==> src/rtl/tmr_rc_adder_pkg.sv <==
// Shared types for the triplicated ripple-carry adder: fault net codes and per-replica fault config.
// No logic; constants only.
// Backpressure: n/a.
package tmr_rc_adder_pkg;

  localparam int         NUM_REP = 3;
  localparam logic [1:0] BCAST   = 2'd3;
  // Wide enough for any practical operand width; only the low $clog2(W) bits are ever written.
  localparam int         FBIT_W  = 16;

  typedef enum logic [3:0] {
    NET_NONE = 4'd0,
    NET_A    = 4'd1,
    NET_B    = 4'd2,
    NET_CIN  = 4'd3,
    NET_AXB  = 4'd4,
    NET_SUM  = 4'd5,
    NET_AXBC = 4'd6,
    NET_AB   = 4'd7,
    NET_COUT = 4'd8
  } fault_net_e;

  typedef struct packed {
    logic [FBIT_W-1:0] bidx;
    logic [3:0]        code;
    logic              pol;
  } fault_cfg_t;

endpackage

==> src/rtl/tmr_rc_adder_fa_fault_cell.sv <==
// One-bit full adder with a single injectable stuck-at fault on any internal net.
// Latency: combinational.
// Backpressure: none.
module fa_fault_cell
  import tmr_rc_adder_pkg::*;
(
  input  logic       a,
  input  logic       b,
  input  logic       c,
  input  logic [3:0] code,
  input  logic       en,
  input  logic       pol,
  output logic       s,
  output logic       co
);

  logic a_f, b_f, c_f, x_f, p_f, g_f;

  function automatic logic fnet(input fault_net_e net, input logic v);
    return (en && (code == net)) ? pol : v;
  endfunction

  // Faults on inputs propagate into every downstream net of this slice.
  always_comb begin
    a_f = fnet(NET_A, a);
    b_f = fnet(NET_B, b);
    c_f = fnet(NET_CIN, c);
    x_f = fnet(NET_AXB, a_f ^ b_f);
    s   = fnet(NET_SUM, x_f ^ c_f);
    p_f = fnet(NET_AXBC, x_f & c_f);
    g_f = fnet(NET_AB, a_f & b_f);
    co  = fnet(NET_COUT, g_f | p_f);
  end

endmodule

==> src/rtl/tmr_rc_adder.sv <==
// TMR ripple-carry adder with fault injection, bitwise majority voter and disagreement stats; TMR_STUCK1_EN enables stuck-at-1.
// Latency: 1 cycle, throughput 1/cycle.
// Backpressure: in_ready = !out_valid | out_ready; a stalled result holds all outputs.
module tmr_rc_adder
  import tmr_rc_adder_pkg::*;
#(
  parameter int W     = 8,
  parameter int CNT_W = 16
) (
  input  logic                 clk,
  input  logic                 rst_n,
  input  logic                 in_valid,
  output logic                 in_ready,
  input  logic [W-1:0]         a,
  input  logic [W-1:0]         b,
  input  logic                 cin,
  output logic                 out_valid,
  input  logic                 out_ready,
  output logic [W-1:0]         sum,
  output logic                 cout,
  output logic [2:0]           rep_err,
  output logic                 uncorr,
  input  logic                 fault_we,
  input  logic [1:0]           fault_rep,
  input  logic [$clog2(W)-1:0] fault_bit,
  input  logic [4:0]           fault_code,
  output logic [CNT_W-1:0]     err_cnt,
  output logic [2:0]           sticky,
  input  logic                 stat_clr
);

  localparam int BW = $clog2(W);

  fault_cfg_t cfg_q [NUM_REP];
  logic [W:0] rw [NUM_REP];
  logic [W:0] voted;
  logic [2:0] rep_err_n;
  logic       uncorr_n;
  logic       acc;
  logic       fault_bit_ok;
  logic       unused_pol;

  assign in_ready = !out_valid || out_ready;
  assign acc      = in_valid && in_ready;

  // When W is a power of two every encodable slice index is legal.
  if ((1 << BW) == W) begin : g_bit_full
    assign fault_bit_ok = 1'b1;
  end else begin : g_bit_part
    assign fault_bit_ok = (fault_bit < BW'(W));
  end

`ifdef TMR_STUCK1_EN
  assign unused_pol = 1'b0;
`else
  assign unused_pol = fault_code[4];
`endif

  always_ff @(posedge clk or negedge rst_n) begin
    if (!rst_n) begin
      for (int r = 0; r < NUM_REP; r++) cfg_q[r] <= '0;
    end else if (fault_we && fault_bit_ok) begin
      for (int r = 0; r < NUM_REP; r++) begin
        if (fault_rep == BCAST || fault_rep == 2'(r)) begin
          cfg_q[r].bidx <= FBIT_W'(fault_bit);
          cfg_q[r].code <= fault_code[3:0];
`ifdef TMR_STUCK1_EN
          cfg_q[r].pol  <= fault_code[4];
`else
          cfg_q[r].pol  <= 1'b0;
`endif
        end
      end
    end
  end

  for (genvar r = 0; r < NUM_REP; r++) begin : g_rep
    logic [W-1:0] s_w;
    for (genvar i = 0; i < W; i++) begin : g_bit
      logic ci, co;
      if (i == 0) begin : g_c0
        assign ci = cin;
      end else begin : g_cn
        assign ci = g_bit[i-1].co;
      end
      fa_fault_cell u_fa (
        .a    (a[i]),
        .b    (b[i]),
        .c    (ci),
        .code (cfg_q[r].code),
        .en   (cfg_q[r].bidx == FBIT_W'(i)),
        .pol  (cfg_q[r].pol),
        .s    (s_w[i]),
        .co   (co)
      );
    end
    assign rw[r] = {g_bit[W-1].co, s_w};
  end

  always_comb begin
    voted = (rw[0] & rw[1]) | (rw[0] & rw[2]) | (rw[1] & rw[2]);
    rep_err_n = '0;
    for (int k = 0; k < NUM_REP; k++) rep_err_n[k] = (rw[k] != voted);
    uncorr_n = (rw[0] != rw[1]) && (rw[0] != rw[2]) && (rw[1] != rw[2]);
  end

  always_ff @(posedge clk or negedge rst_n) begin
    if (!rst_n) begin
      out_valid <= 1'b0;
      sum       <= '0;
      cout      <= 1'b0;
      rep_err   <= '0;
      uncorr    <= 1'b0;
    end else if (acc) begin
      out_valid <= 1'b1;
      sum       <= voted[W-1:0];
      cout      <= voted[W];
      rep_err   <= rep_err_n;
      uncorr    <= uncorr_n;
    end else if (out_ready) begin
      out_valid <= 1'b0;
    end
  end

  // Clear wins over a same-cycle error event.
  always_ff @(posedge clk or negedge rst_n) begin
    if (!rst_n) begin
      err_cnt <= '0;
      sticky  <= '0;
    end else if (stat_clr) begin
      err_cnt <= '0;
      sticky  <= '0;
    end else if (acc) begin
      if (|rep_err_n && err_cnt != {CNT_W{1'b1}}) err_cnt <= err_cnt + CNT_W'(1);
      sticky <= sticky | rep_err_n;
    end
  end

endmodule

==> config.mk <==
export PLATFORM = sky130hd
export DESIGN_NAME = tmr_rc_adder
export DESIGN_NICKNAME = d
export VERILOG_FILES = /design/src/rtl/tmr_rc_adder_pkg.sv /design/src/rtl/tmr_rc_adder_fa_fault_cell.sv /design/src/rtl/tmr_rc_adder.sv
export SDC_FILE = /design/constraint.sdc
export NUM_CORES = 1
export LEC_CHECK = 0
export ABC_AREA = 1
export ABC_CLOCK_PERIOD_IN_PS = 20600
export CORE_ASPECT_RATIO = 1.1
export CORE_UTILIZATION = 65
export CTS_CLUSTER_DIAMETER = 150
export DETAILED_ROUTE_END_ITERATION = 10
export DONT_BUFFER_PORTS = 1
export GPL_TIMING_DRIVEN = 1
export PLACE_DENSITY = 0.83
export RECOVER_POWER = 100
export SLEW_MARGIN = 25
export SYNTH_ARGS = -nofsm -noshare
export SYNTH_HDL_FRONTEND = slang
export SYNTH_SLANG_ARGS = --single-unit
==> constraint.sdc <==
create_clock -name clk -period 20.6 [get_ports clk]
set_clock_uncertainty 0.05 [all_clocks]
set_input_delay 4.12 -clock clk [delete_from_list [all_inputs] [get_ports clk]]
set_output_delay 4.12 -clock clk [all_outputs]
set_load 0.05 [all_outputs]
### Yosys cells after proc, flatten, opt, wreduce, memory -nomap -nowiden

Cells that the tools add are included.

* eq/ne operators: 55
* mux-type cells: 199
* add/sub/neg operators: 1
* reduce and logical (&&, ||, !) cells: 213
* bitwise operators: 126

Operator list (number)
* $logic_and A1 B1 Y1: 196
* $mux W1: 194
* $ne A9 B9 Y1: 6
* $and A1 B1 Y1: 48
* $eq A4 B3 Y1 const B: 12
* $logic_not A16 Y1: 3
* $mux W16: 3
* $xor A1 B1 Y1: 48
* $eq A3 B3 Y1 const B: 12
* $and A9 B9 Y9: 3
* $eq A4 B2 Y1 const B: 6
* $or A1 B1 Y1: 24
* $eq A3 B2 Y1 const B: 6
* $or A9 B9 Y9: 2
* $add A16 B1 Y16 const B: 1
* $ne A16 B16 Y1 const B: 1
* $eq A4 B1 Y1 const B: 3
* $eq A4 B4 Y1 const B: 3
* $eq A3 B1 Y1 const B: 3
* $reduce_and A2 Y1: 4
* $mux W3: 2
* $reduce_bool A2 Y1: 3
* $eq A2 B2 Y1 const B: 2
* $logic_or A1 B1 Y1: 4
* 5 further kinds: 5

* register bits after elaboration: 54
* word-level logic and storage cells: 607
* output and inout port bits: 34
* input bits: 33

### Depth between registers and ports, before layout

Gate-level depths: netlist of the first run.

* depth in word-level cells: 53
* gate-level depth with buffers: 44
* mapped depth without buffers: 43

### Modules after synthesis

From an unflattened synthesis of the first run, not the netlist that was laid out.

* cell total of the unflattened synthesis: 1446
* area, all modules: 8207.9 um^2

Modules (own cells, without submodules)
* tmr_rc_adder: sequential area each 1351.3 um^2, cells an instance 486, times used 1, area each 3691.0 um^2
* fa_fault_cell (g_rep[1].g_bit[2].u_fa ...): sequential area each 0.0 um^2, cells an instance 40, times used 14, area each 187.7 um^2
* fa_fault_cell (g_rep[0].g_bit[0].u_fa ...): sequential area each 0.0 um^2, cells an instance 40, times used 10, area each 188.9 um^2

### Least setup slack after synthesis of the first run

OpenSTA, ideal clock, no wires.

* path type: input to register
* start point: input port b[0]
* end point: register err_cnt[6]
* stages on the path: 42
* data required time: 20484 ps
* library setup time: 66 ps
* path buffers: 1
* arrival time: 9753 ps
* setup slack: 10731 ps
* cell sequence: inv_1 > a21oi_1 > ha_1 > a21boi_0 > ha_1 > o21ai_0 > a221oi_1 > ha_1 > o21ai_0 > a221oi_1 > ha_1 > o21ai_0 > a221oi_1 > ha_1 > o21ai_0 > a221oi_1 > ha_1 > o21ai_0 > [... 6 more ...] > a221oi_1 > ha_1 > nand2_1 > nand2_1 > nand2_1 > inv_1 > ha_1 > nor3_1 > inv_1 > nand3_1 > nand2_1 > nand2_1 > nor2_1 > nand3_4 > nand2_4 > buf_6 > nand3_2 > nand2_1

* longest elaborated chain between the ends: 50
* elaborated cells on any way between the ends: 192
* classes of those cells: 3 x eq/ne; 102 x mux; 83 x bitwise; 4 x reduce/logical

RTL lines
* from (decl): line tmr_rc_adder.sv:15 `input logic [W-1:0] b,`
* $mux W1: line tmr_rc_adder_fa_fault_cell.sv:20 `return (en && (code == net)) ? pol : v;`
* $xor A1 B1 Y1: line tmr_rc_adder_fa_fault_cell.sv:28 `x_f = fnet(NET_AXB, a_f ^ b_f);`
* $mux W1: line tmr_rc_adder_fa_fault_cell.sv:20
* $and A1 B1 Y1: line tmr_rc_adder_fa_fault_cell.sv:30 `p_f = fnet(NET_AXBC, x_f & c_f);`
* $mux W1: line tmr_rc_adder_fa_fault_cell.sv:20
* $or A1 B1 Y1: line tmr_rc_adder_fa_fault_cell.sv:32 `co = fnet(NET_COUT, g_f | p_f);`
* $mux W1 (2 in series): line tmr_rc_adder_fa_fault_cell.sv:20
* $and A1 B1 Y1: line tmr_rc_adder_fa_fault_cell.sv:30
* [... 32 more ...]
* $mux W1: line tmr_rc_adder_fa_fault_cell.sv:20
* $and A9 B9 Y9: line tmr_rc_adder.sv:101 `voted = (rw[0] & rw[1]) | (rw[0] & rw[2]) | (rw[1] & rw[2]);`
* $or A9 B9 Y9 (2 in series): line tmr_rc_adder.sv:101
* $ne A9 B9 Y1: line tmr_rc_adder.sv:103 `for (int k = 0; k < NUM_REP; k++) rep_err_n[k] = (rw[k] != voted);`
* $reduce_or A3 Y1 (*): line tmr_rc_adder.sv:134 `if (|rep_err_n && err_cnt != {CNT_W{1'b1}}) err_cnt <= err_cnt + CNT_W'(1);`
* $logic_and A1 B1 Y1 (*): line tmr_rc_adder.sv:134
* $reduce_bool A2 Y1 (no line) (*)
* $reduce_and A2 Y1 (no line) (*)
* to (signal assigned): line tmr_rc_adder.sv:134
* to (decl): line tmr_rc_adder.sv:27 `output logic [CNT_W-1:0] err_cnt,`

Every way passes the cells marked *; elsewhere a longest branch is shown, timed or not.
A chain may end at the register's enable or synchronous reset.

### Worst setup path after layout of the first run

* start point: input port b[0]
* end point: register err_cnt[13]

Same word-level chain as after synthesis.

==> flow_results.xml, run 1 <==
<?xml version="1.0" encoding="UTF-8"?>
<metrics>
  <group name="outcome">
    <metric name="outcome" unit="">complete, no violations</metric>
  </group>
  <group name="placement">
    <metric name="port_buffers" unit="">0</metric>
    <metric name="gpl.final_weighted_congestion" unit="">0.9919</metric>
    <metric name="detailedPlacementHpwl" unit="um">13550</metric>
    <metric name="numPlacedInstances" unit="">989</metric>
  </group>
  <group name="cells_and_area">
    <metric name="finish.utilization" unit="">0.6912</metric>
    <metric name="layout-drive-gt1-share" unit="">0.05889</metric>
    <metric name="syn_to_final_growth" unit="%">3.326</metric>
    <metric name="number_of_fillers_in_the_final_layout" unit="">784</metric>
    <metric name="stdcell_count" unit="">997</metric>
    <metric name="layout.nets" unit="">991</metric>
    <metric name="antenna-diode-count" unit="">0</metric>
  </group>
  <group name="synthesis">
    <metric name="post_synth_num_cell_types" unit="">32</metric>
    <metric name="yosys.area_share.adder" unit="">0.1610</metric>
    <metric name="synthMostInstantiatedCell" unit="">nand2_1</metric>
    <metric name="synth_compound_gate_area_share" unit="">0.1642</metric>
    <metric name="synth_edf_count" unit="">0</metric>
    <metric name="synth.top_cells.by_count" unit="">nand2_1, inv_1, ha_1</metric>
    <metric name="synth_top_cell_area_share" unit="">0.2288</metric>
    <metric name="mean_area_per_synthesized_cell" unit="um2">6.681</metric>
    <metric name="yosysTopAreaCell" unit="">dfrtp_1</metric>
    <metric name="synth_mux_area_frac" unit="">0</metric>
    <metric name="synth_fp_nets" unit="">993</metric>
    <metric name="syn_area" unit="um2">5906</metric>
    <metric name="synth_async_sr_flop_share" unit="">1.000</metric>
    <metric name="ys_warn_count" unit="">0</metric>
    <metric name="synth.yosys.seq_area_share" unit="">0.2288</metric>
    <metric name="yosys.area_share.xor_xnor" unit="">0.02076</metric>
    <metric name="yosys_register_bits" unit="">54</metric>
    <metric name="netlist_instances" unit="">884</metric>
    <metric name="synth.area.top_cells" unit="">dfrtp_1, ha_1, nand2_1, inv_1, o21ai_0</metric>
    <metric name="synth_top_flop_cell" unit="">dfrtp_1</metric>
    <metric name="synthSimpleGateAreaFrac" unit="">0.3352</metric>
    <metric name="synth_top_family_by_area" unit="">simple AND/OR/NAND/NOR gates</metric>
  </group>
  <group name="setup_path">
    <metric name="path_common_cell" unit="">ha_1</metric>
    <metric name="register_to_register_path_depth" unit="">39</metric>
    <metric name="worst-path-max-fanout" unit="">17</metric>
    <metric name="slowest_stage" unit="">nand2_1</metric>
    <metric name="rr_startpoint" unit="">cfg_q[44]$_DFFE_PN0P_</metric>
    <metric name="regToRegEndpoint" unit="">err_cnt[13]$_DFFE_PN0P_</metric>
    <metric name="r2r_setup_slack" unit="ps">11400</metric>
    <metric name="cp_data_arrival_time" unit="ps">11790</metric>
    <metric name="worst_path_largest_cell_delay" unit="ps">800</metric>
    <metric name="critical_path_required" unit="ps">20810</metric>
    <metric name="crit_path_start_kind" unit="">input pin</metric>
    <metric name="setup.worst_path.end_class" unit="">register</metric>
    <metric name="setup.worst_path.class" unit="">input pin to register</metric>
  </group>
  <group name="run">
    <metric name="max-cap-violations" unit="">0</metric>
  </group>
  <group name="clock_tree">
    <metric name="post_cts_resize_count" unit="">0</metric>
    <metric name="clk-insertion-delay-late" unit="ps">320</metric>
    <metric name="clock_slew_at_reported_path_ffs" unit="ps">100</metric>
    <metric name="htree_num_levels" unit="">2</metric>
    <metric name="cts_buffers" unit="">5</metric>
    <metric name="post_cts_buffers" unit="">0</metric>
    <metric name="clockRootBuffer" unit="">clkbuf_8</metric>
    <metric name="hold_buffers" unit="">0</metric>
    <metric name="cts_tree" unit="">built</metric>
    <metric name="clock-sinks" unit="">54</metric>
    <metric name="max-clock-path-buffers" unit="">2</metric>
  </group>
  <group name="global_route">
    <metric name="grt_max_degree" unit="">55</metric>
    <metric name="gr-usage-all-layers" unit="">0.3717</metric>
    <metric name="antenna_violations_before_repair" unit="">0</metric>
    <metric name="grt_first_pass_wirelength" unit="um">27210</metric>
    <metric name="number_of_global_route_vias_before_repair" unit="">5552</metric>
    <metric name="global_route.overflow_total" unit="">0</metric>
  </group>
  <group name="timing">
    <metric name="period_needed" unit="ps">11580</metric>
    <metric name="max_slew_violation_total_from_the_final_report" unit="">0</metric>
    <metric name="worst_slew_margin_rel" unit="">0.1419</metric>
    <metric name="post-route-period-util" unit="">0.5621</metric>
    <metric name="finalHoldViolCount" unit="">0</metric>
    <metric name="grt_setup_unrepaired" unit="">false</metric>
    <metric name="setup_viol" unit="">0</metric>
    <metric name="tightest_slew" unit="ps">1274</metric>
    <metric name="maxClockFrequency" unit="MHz">86.36</metric>
    <metric name="setup_total_negative_slack" unit="ps">0</metric>
    <metric name="finalHoldWorstSlack" unit="ps">514.4</metric>
  </group>
  <group name="route">
    <metric name="antenna_violating_nets_post_route" unit="">0</metric>
    <metric name="detail_route.first_pass.iterations" unit="">6</metric>
    <metric name="avgRoutedWirePerCell" unit="um">17.46</metric>
    <metric name="via_count" unit="">6111</metric>
    <metric name="drt-initial-drc-count" unit="">653</metric>
    <metric name="route.detailed.vias_per_inst" unit="">6.129</metric>
    <metric name="drcViolationCount" unit="">0</metric>
    <metric name="postRouteWirelength" unit="um">17410</metric>
  </group>
  <group name="power">
    <metric name="power.leakage" unit="nW">3.154</metric>
    <metric name="total_power" unit="W">0.0004838</metric>
    <metric name="irDropWorstVdd" unit="V">0.00005737</metric>
    <metric name="pwr_density_cell" unit="nW/um2">79.28</metric>
  </group>
  <group name="floorplan">
    <metric name="core" unit="um2">8828</metric>
    <metric name="pin_count" unit="">67</metric>
    <metric name="placementRows" unit="">36</metric>
    <metric name="die_w" unit="um">92.88</metric>
    <metric name="fp.dieArea" unit="um2">9471</metric>
    <metric name="chipHeight" unit="um">102.0</metric>
    <metric name="initial_core_util" unit="">0.6689</metric>
  </group>
  <group name="hold_path">
    <metric name="min_from" unit="">cfg_q[6]$_DFFE_PN0P_</metric>
    <metric name="worst_hold_path_type" unit="">register to register</metric>
    <metric name="worstHoldEndpoint" unit="">cfg_q[6]$_DFFE_PN0P_</metric>
    <metric name="min_path_cells" unit="">2</metric>
  </group>
</metrics>
-- power by group --
| group | leakage (nW) | switching (W) | internal, W | total (W) |
|---|---|---|---|---|
| sequential | 0.686 | 0.0000513 | 0.000120 | 0.000172 |
| clock | 0.0585 | 0.0000372 | 0.0000365 | 0.0000737 |
| combinational | 2.41 | 0.000160 | 0.0000783 | 0.000238 |
| total | 3.15 | 0.000249 | 0.000235 | 0.000484 |
-- sequential cells by signal, indices dropped and copies added (netlist names) --
name / flops
cfg_q: 21
cout: 1
err_cnt: 16
out_valid: 1
rep_err: 3
sticky: 3
sum: 8
uncorr: 1
-- through the flow --
step / setup slack [ps] / area [um2]
2_1_floorplan: 10730 / 5906
3_3_place_gp: 9825 / 6008
3_5_place_dp: 9588 / 6015
4_1_cts: 9884 / 6127
5_1_grt: 8317 / 6102
6_report: 9021 / 6102
-- logic make-up after synthesis --
group	after synthesis
DFF	54
buffers and inverters	137
adders and majority gates	76
AOI/OAI and AO/OA	166
xor gates and xnor gates	14
and+or+nand+nor	437
-- worst max-delay path, delay by kind of cell --
family,cells,cell delay (ps)
and+or+nand+nor,11,2840
AOI/OAI and AO/OA,14,2490
buffers and inverters,3,370
adders and majority gates,9,1930
-- cell type report --
class / instances / area, um2 / share of cell area
Clock buffer: 5 / 68.82 / 0.01128
Clock inverter: 3 / 43.79 / 0.007177
Inverter: 125 / 469.2 / 0.07689
Multi-Input combinational cell: 693 / 4004 / 0.6561
Sequential cell: 54 / 1351 / 0.2214
Tap cell: 114 / 142.6 / 0.02338
Timing Repair Buffer: 3 / 22.52 / 0.003691
-- worst max path at each step --
stage | startpoint | to | slack (ps) | cells past startpoint
floorplan | b[0] | err_cnt[6]$_DFFE_PN0P_ | 10730 | 42
global placement | a[0] | err_cnt[4]$_DFFE_PN0P_ | 9820 | 37
detailed placement | a[0] | err_cnt[15]$_DFFE_PN0P_ | 9590 | 37
CTS | a[0] | err_cnt[4]$_DFFE_PN0P_ | 9880 | 37
global route | a[0] | err_cnt[13]$_DFFE_PN0P_ | 8320 | 37
finish | b[0] | err_cnt[13]$_DFFE_PN0P_ | 9020 | 37
-- cells in the final DEF (no fill, tap or decap), drive strengths merged --
master  instances
a22oi           7
nor2           66
nand4          22
a21boi         24
inv           125
xor2           12
nor3           27
bufinv          1
nand3          55
dfrtp          54
nand2         257
a221oi         14
xnor2           2
a21oi          54
o41ai           2
o21ai          64
nor4           10
clkbuf          5
ha             76
clkinv          2
o22ai           1
buf             3
-- metal layers --
metal | track usage | share of wire | up-vias
met5 | 0 | 0 | -
met1 | 0.4634 | 0.41 | 2838
met3 | 0.05952 | 0.078 | 49
li1 | - | - | 2954
met4 | 0.1598 | 0.042 | 0
met2 | 0.6386 | 0.47 | 270
No activity file was read; power rests on OpenSTA's default activity.
==> inputs of run 2 (changes only) <==
Settings changed: ABC_CLOCK_PERIOD_IN_PS 20600 to 9700, CORE_UTILIZATION 65 to 60, PLACE_DENSITY 0.83 to 0.81.
Clock period 20.6 ns to 9.7 ns, I/O delays scaled along.
==> run 2 against run 1 <==
Global-route usage shrank 1.3 points. Clock power grew 74%. Cell count grew 0.70%. Hold slack gained 6.0 ps. Power grew 110%. Die area grew 8.2%. Worst setup slack lost 7900 ps. Clock-buffer cell count grew 1. Sequential share of layout area grew 0.059 points. Critical path type unchanged.
==> flow_results.xml, run 2 (same netlist as run 1, synthesis figures left out) <==
<?xml version="1.0" encoding="UTF-8"?>
<metrics>
  <group name="global_route">
    <metric name="number_of_global_route_vias_before_repair" unit="">5808</metric>
    <metric name="gr-usage-all-layers" unit="">0.3585</metric>
    <metric name="grt_max_degree" unit="">55</metric>
    <metric name="grt_first_pass_wirelength" unit="um">28150</metric>
    <metric name="antenna_violations_before_repair" unit="">0</metric>
    <metric name="global_route.overflow_total" unit="">0</metric>
  </group>
  <group name="cells_and_area">
    <metric name="stdcell_count" unit="">1004</metric>
    <metric name="layout.cells.most_common" unit="">nand2_1</metric>
    <metric name="number_of_fillers_in_the_final_layout" unit="">928</metric>
    <metric name="mostFrequentLayoutCells" unit="">nand2_1, inv_1, ha_1</metric>
    <metric name="layout.nets" unit="">996</metric>
    <metric name="antenna-diode-count" unit="">0</metric>
    <metric name="reg_top3" unit="">cfg_q: 21 flops, err_cnt: 16 flops, sum: 8 flops</metric>
    <metric name="max_flop_register" unit="">cfg_q</metric>
    <metric name="flip_flop_count_of_the_largest_register_all_copies_and_words_added" unit="">21</metric>
    <metric name="layout-drive-gt1-share" unit="">0.05411</metric>
    <metric name="syn_to_final_growth" unit="%">3.051</metric>
    <metric name="multi_input_comb_area" unit="um2">3983</metric>
    <metric name="finish.utilization" unit="">0.6444</metric>
    <metric name="seqCellArea" unit="um2">1351</metric>
  </group>
  <group name="floorplan">
    <metric name="die_w" unit="um">96.60</metric>
    <metric name="initial_core_util" unit="">0.6253</metric>
    <metric name="placementRows" unit="">37</metric>
    <metric name="fp.dieArea" unit="um2">10240</metric>
    <metric name="pin_count" unit="">67</metric>
    <metric name="core" unit="um2">9444</metric>
    <metric name="chipHeight" unit="um">106.1</metric>
  </group>
  <group name="clock_tree">
    <metric name="cts_tree" unit="">built</metric>
    <metric name="clock_slew_at_reported_path_ffs" unit="ps">100</metric>
    <metric name="post_cts_buffers" unit="">0</metric>
    <metric name="clockRootBuffer" unit="">clkbuf_8</metric>
    <metric name="max-clock-path-buffers" unit="">2</metric>
    <metric name="clock-sinks" unit="">54</metric>
    <metric name="post_cts_resize_count" unit="">0</metric>
    <metric name="htree_num_levels" unit="">2</metric>
    <metric name="cts_buffers" unit="">5</metric>
    <metric name="hold_buffers" unit="">0</metric>
    <metric name="clk-insertion-delay-late" unit="ps">320</metric>
  </group>
  <group name="setup_path">
    <metric name="worst_path_largest_cell_delay" unit="ps">320</metric>
    <metric name="crit_path_start_kind" unit="">input pin</metric>
    <metric name="worst-path-stages" unit="">41</metric>
    <metric name="setup.worst_path.end_class" unit="">register</metric>
    <metric name="path_common_cell" unit="">ha_1</metric>
    <metric name="endpoint" unit="">err_cnt[6]$_DFFE_PN0P_</metric>
    <metric name="rr_startpoint" unit="">cfg_q[23]$_DFFE_PN0P_</metric>
    <metric name="worst-path-max-fanout" unit="">17</metric>
    <metric name="setup.worst_path.class" unit="">input pin to register</metric>
    <metric name="cp_data_arrival_time" unit="ps">8840</metric>
    <metric name="worstPathBufferInverterCount" unit="">3</metric>
    <metric name="regToRegEndpoint" unit="">err_cnt[6]$_DFFE_PN0P_</metric>
    <metric name="timing.critical_path.from" unit="">a[0]</metric>
    <metric name="register_to_register_path_depth" unit="">44</metric>
    <metric name="critical_path_required" unit="ps">9910</metric>
    <metric name="r2r_setup_slack" unit="ps">1830</metric>
    <metric name="largest_delay_share_family_worst_path" unit="">compound AO/OA/AOI/OAI gates</metric>
    <metric name="slowest_stage" unit="">a221oi_1</metric>
  </group>
  <group name="power">
    <metric name="irDropWorstVdd" unit="V">0.0001162</metric>
    <metric name="switching_share" unit="">0.5267</metric>
    <metric name="total_power" unit="W">0.0009978</metric>
    <metric name="power.leakage" unit="nW">3.154</metric>
    <metric name="pwr_density_cell" unit="nW/um2">164.0</metric>
    <metric name="internal-power" unit="W">0.0004722</metric>
    <metric name="share_clk_of_total_power" unit="">0.128</metric>
    <metric name="seqPwrFrac" unit="">0.364</metric>
    <metric name="combinationalPowerShare" unit="">0.508</metric>
    <metric name="netSwitchingPower" unit="W">0.0005256</metric>
  </group>
  <group name="placement">
    <metric name="gpl.final_weighted_congestion" unit="">0.9731</metric>
    <metric name="detailedPlacementHpwl" unit="um">13700</metric>
    <metric name="port_buffers" unit="">0</metric>
    <metric name="numPlacedInstances" unit="">997</metric>
  </group>
  <group name="timing">
    <metric name="period_needed" unit="ps">8626</metric>
    <metric name="maxClockFrequency" unit="MHz">115.9</metric>
    <metric name="setup_total_negative_slack" unit="ps">0</metric>
    <metric name="grt_setup_unrepaired" unit="">false</metric>
    <metric name="setup_viol" unit="">0</metric>
    <metric name="finalHoldViolCount" unit="">0</metric>
    <metric name="worst_slew_margin_rel" unit="">0.1586</metric>
    <metric name="post-route-period-util" unit="">0.8892</metric>
    <metric name="max_slew_violation_total_from_the_final_report" unit="">0</metric>
    <metric name="tightest_slew" unit="ps">1249</metric>
    <metric name="finalHoldWorstSlack" unit="ps">520.5</metric>
  </group>
  <group name="hold_path">
    <metric name="worst_hold_path_type" unit="">register to register</metric>
  </group>
  <group name="outcome">
    <metric name="outcome" unit="">complete, no violations</metric>
  </group>
  <group name="route">
    <metric name="via_count" unit="">6057</metric>
    <metric name="avgRoutedWirePerCell" unit="um">17.07</metric>
    <metric name="drt-initial-drc-count" unit="">435</metric>
    <metric name="route.detailed.vias_per_inst" unit="">6.033</metric>
    <metric name="drcViolationCount" unit="">0</metric>
    <metric name="antenna_violating_nets_post_route" unit="">0</metric>
    <metric name="postRouteWirelength" unit="um">17140</metric>
    <metric name="detail_route.first_pass.iterations" unit="">5</metric>
  </group>
  <group name="run">
    <metric name="max-cap-violations" unit="">0</metric>
  </group>
</metrics>
[run 2: area by class of cell]
class | count | share of cell area
clock inverters | 1 | 0.001234
clock buffers | 6 | 0.01192
multi-input cells | 693 | 0.6544
inverters | 125 | 0.07710
flip-flops and latches | 54 | 0.2220
repair buffers | 8 | 0.009252
well taps | 117 | 0.02405
[run 2: stage by stage]
stage	area (um2)	setup slack (ps)
floorplan	5906	2011
detailed placement	6050	875.6
global route	6086	527.1
global placement	6050	1088
CTS	6130	1148
finish	6086	1074
[run 2: routing by layer]
metal | GRT usage | share of wire | up-vias | wire length [um]
li1 | - | - | 2970 | -
met1 | 0.4739 | 0.44 | 2847 | 7525
met2 | 0.5739 | 0.46 | 199 | 7854
met3 | 0.06223 | 0.066 | 41 | 1131
met4 | 0.1439 | 0.037 | 0 | 630
met5 | 0 | 0 | - | 0
[run 2: power groups by stage]
| stage | logic (W) | clock network [W] | registers [W] |
|---|---|---|---|
| finish | 0.000507 | 0.000128 | 0.000363 |
| detailed placement | 0.000498 | 0 | 0.000367 |
| global placement | 0.000485 | 0 | 0.000365 |
| CTS | 0.000502 | 0.000129 | 0.000362 |
| floorplan | 0.000363 | 0 | 0.000353 |
| global route | 0.000580 | 0.000135 | 0.000369 |
[run 2: how the worst min path moves through the flow]
stage	endpoint	startpoint	slack, ps	cells after the start
6_report	cfg_q[6]$_DFFE_PN0P_	cfg_q[6]$_DFFE_PN0P_	520	2
3_5_place_dp	cfg_q[6]$_DFFE_PN0P_	cfg_q[6]$_DFFE_PN0P_	500	2
3_3_place_gp	cfg_q[6]$_DFFE_PN0P_	cfg_q[6]$_DFFE_PN0P_	480	2
4_1_cts	cfg_q[6]$_DFFE_PN0P_	cfg_q[6]$_DFFE_PN0P_	520	2
2_1_floorplan	cfg_q[47]$_DFFE_PN0P_	cfg_q[47]$_DFFE_PN0P_	450	2
5_1_grt	cfg_q[6]$_DFFE_PN0P_	cfg_q[6]$_DFFE_PN0P_	590	2
[run 2: worst register-to-register path, delay by kind of cell, from the launching register on]
| kind | cells | cell delay [ps] |
|---|---|---|
| buffers and inverters | 4 | 590 |
| DFF | 1 | 450 |
| adders and majority gates | 10 | 2020 |
| and+or+nand+nor | 14 | 1710 |
| AOI/OAI and AO/OA | 16 | 2970 |
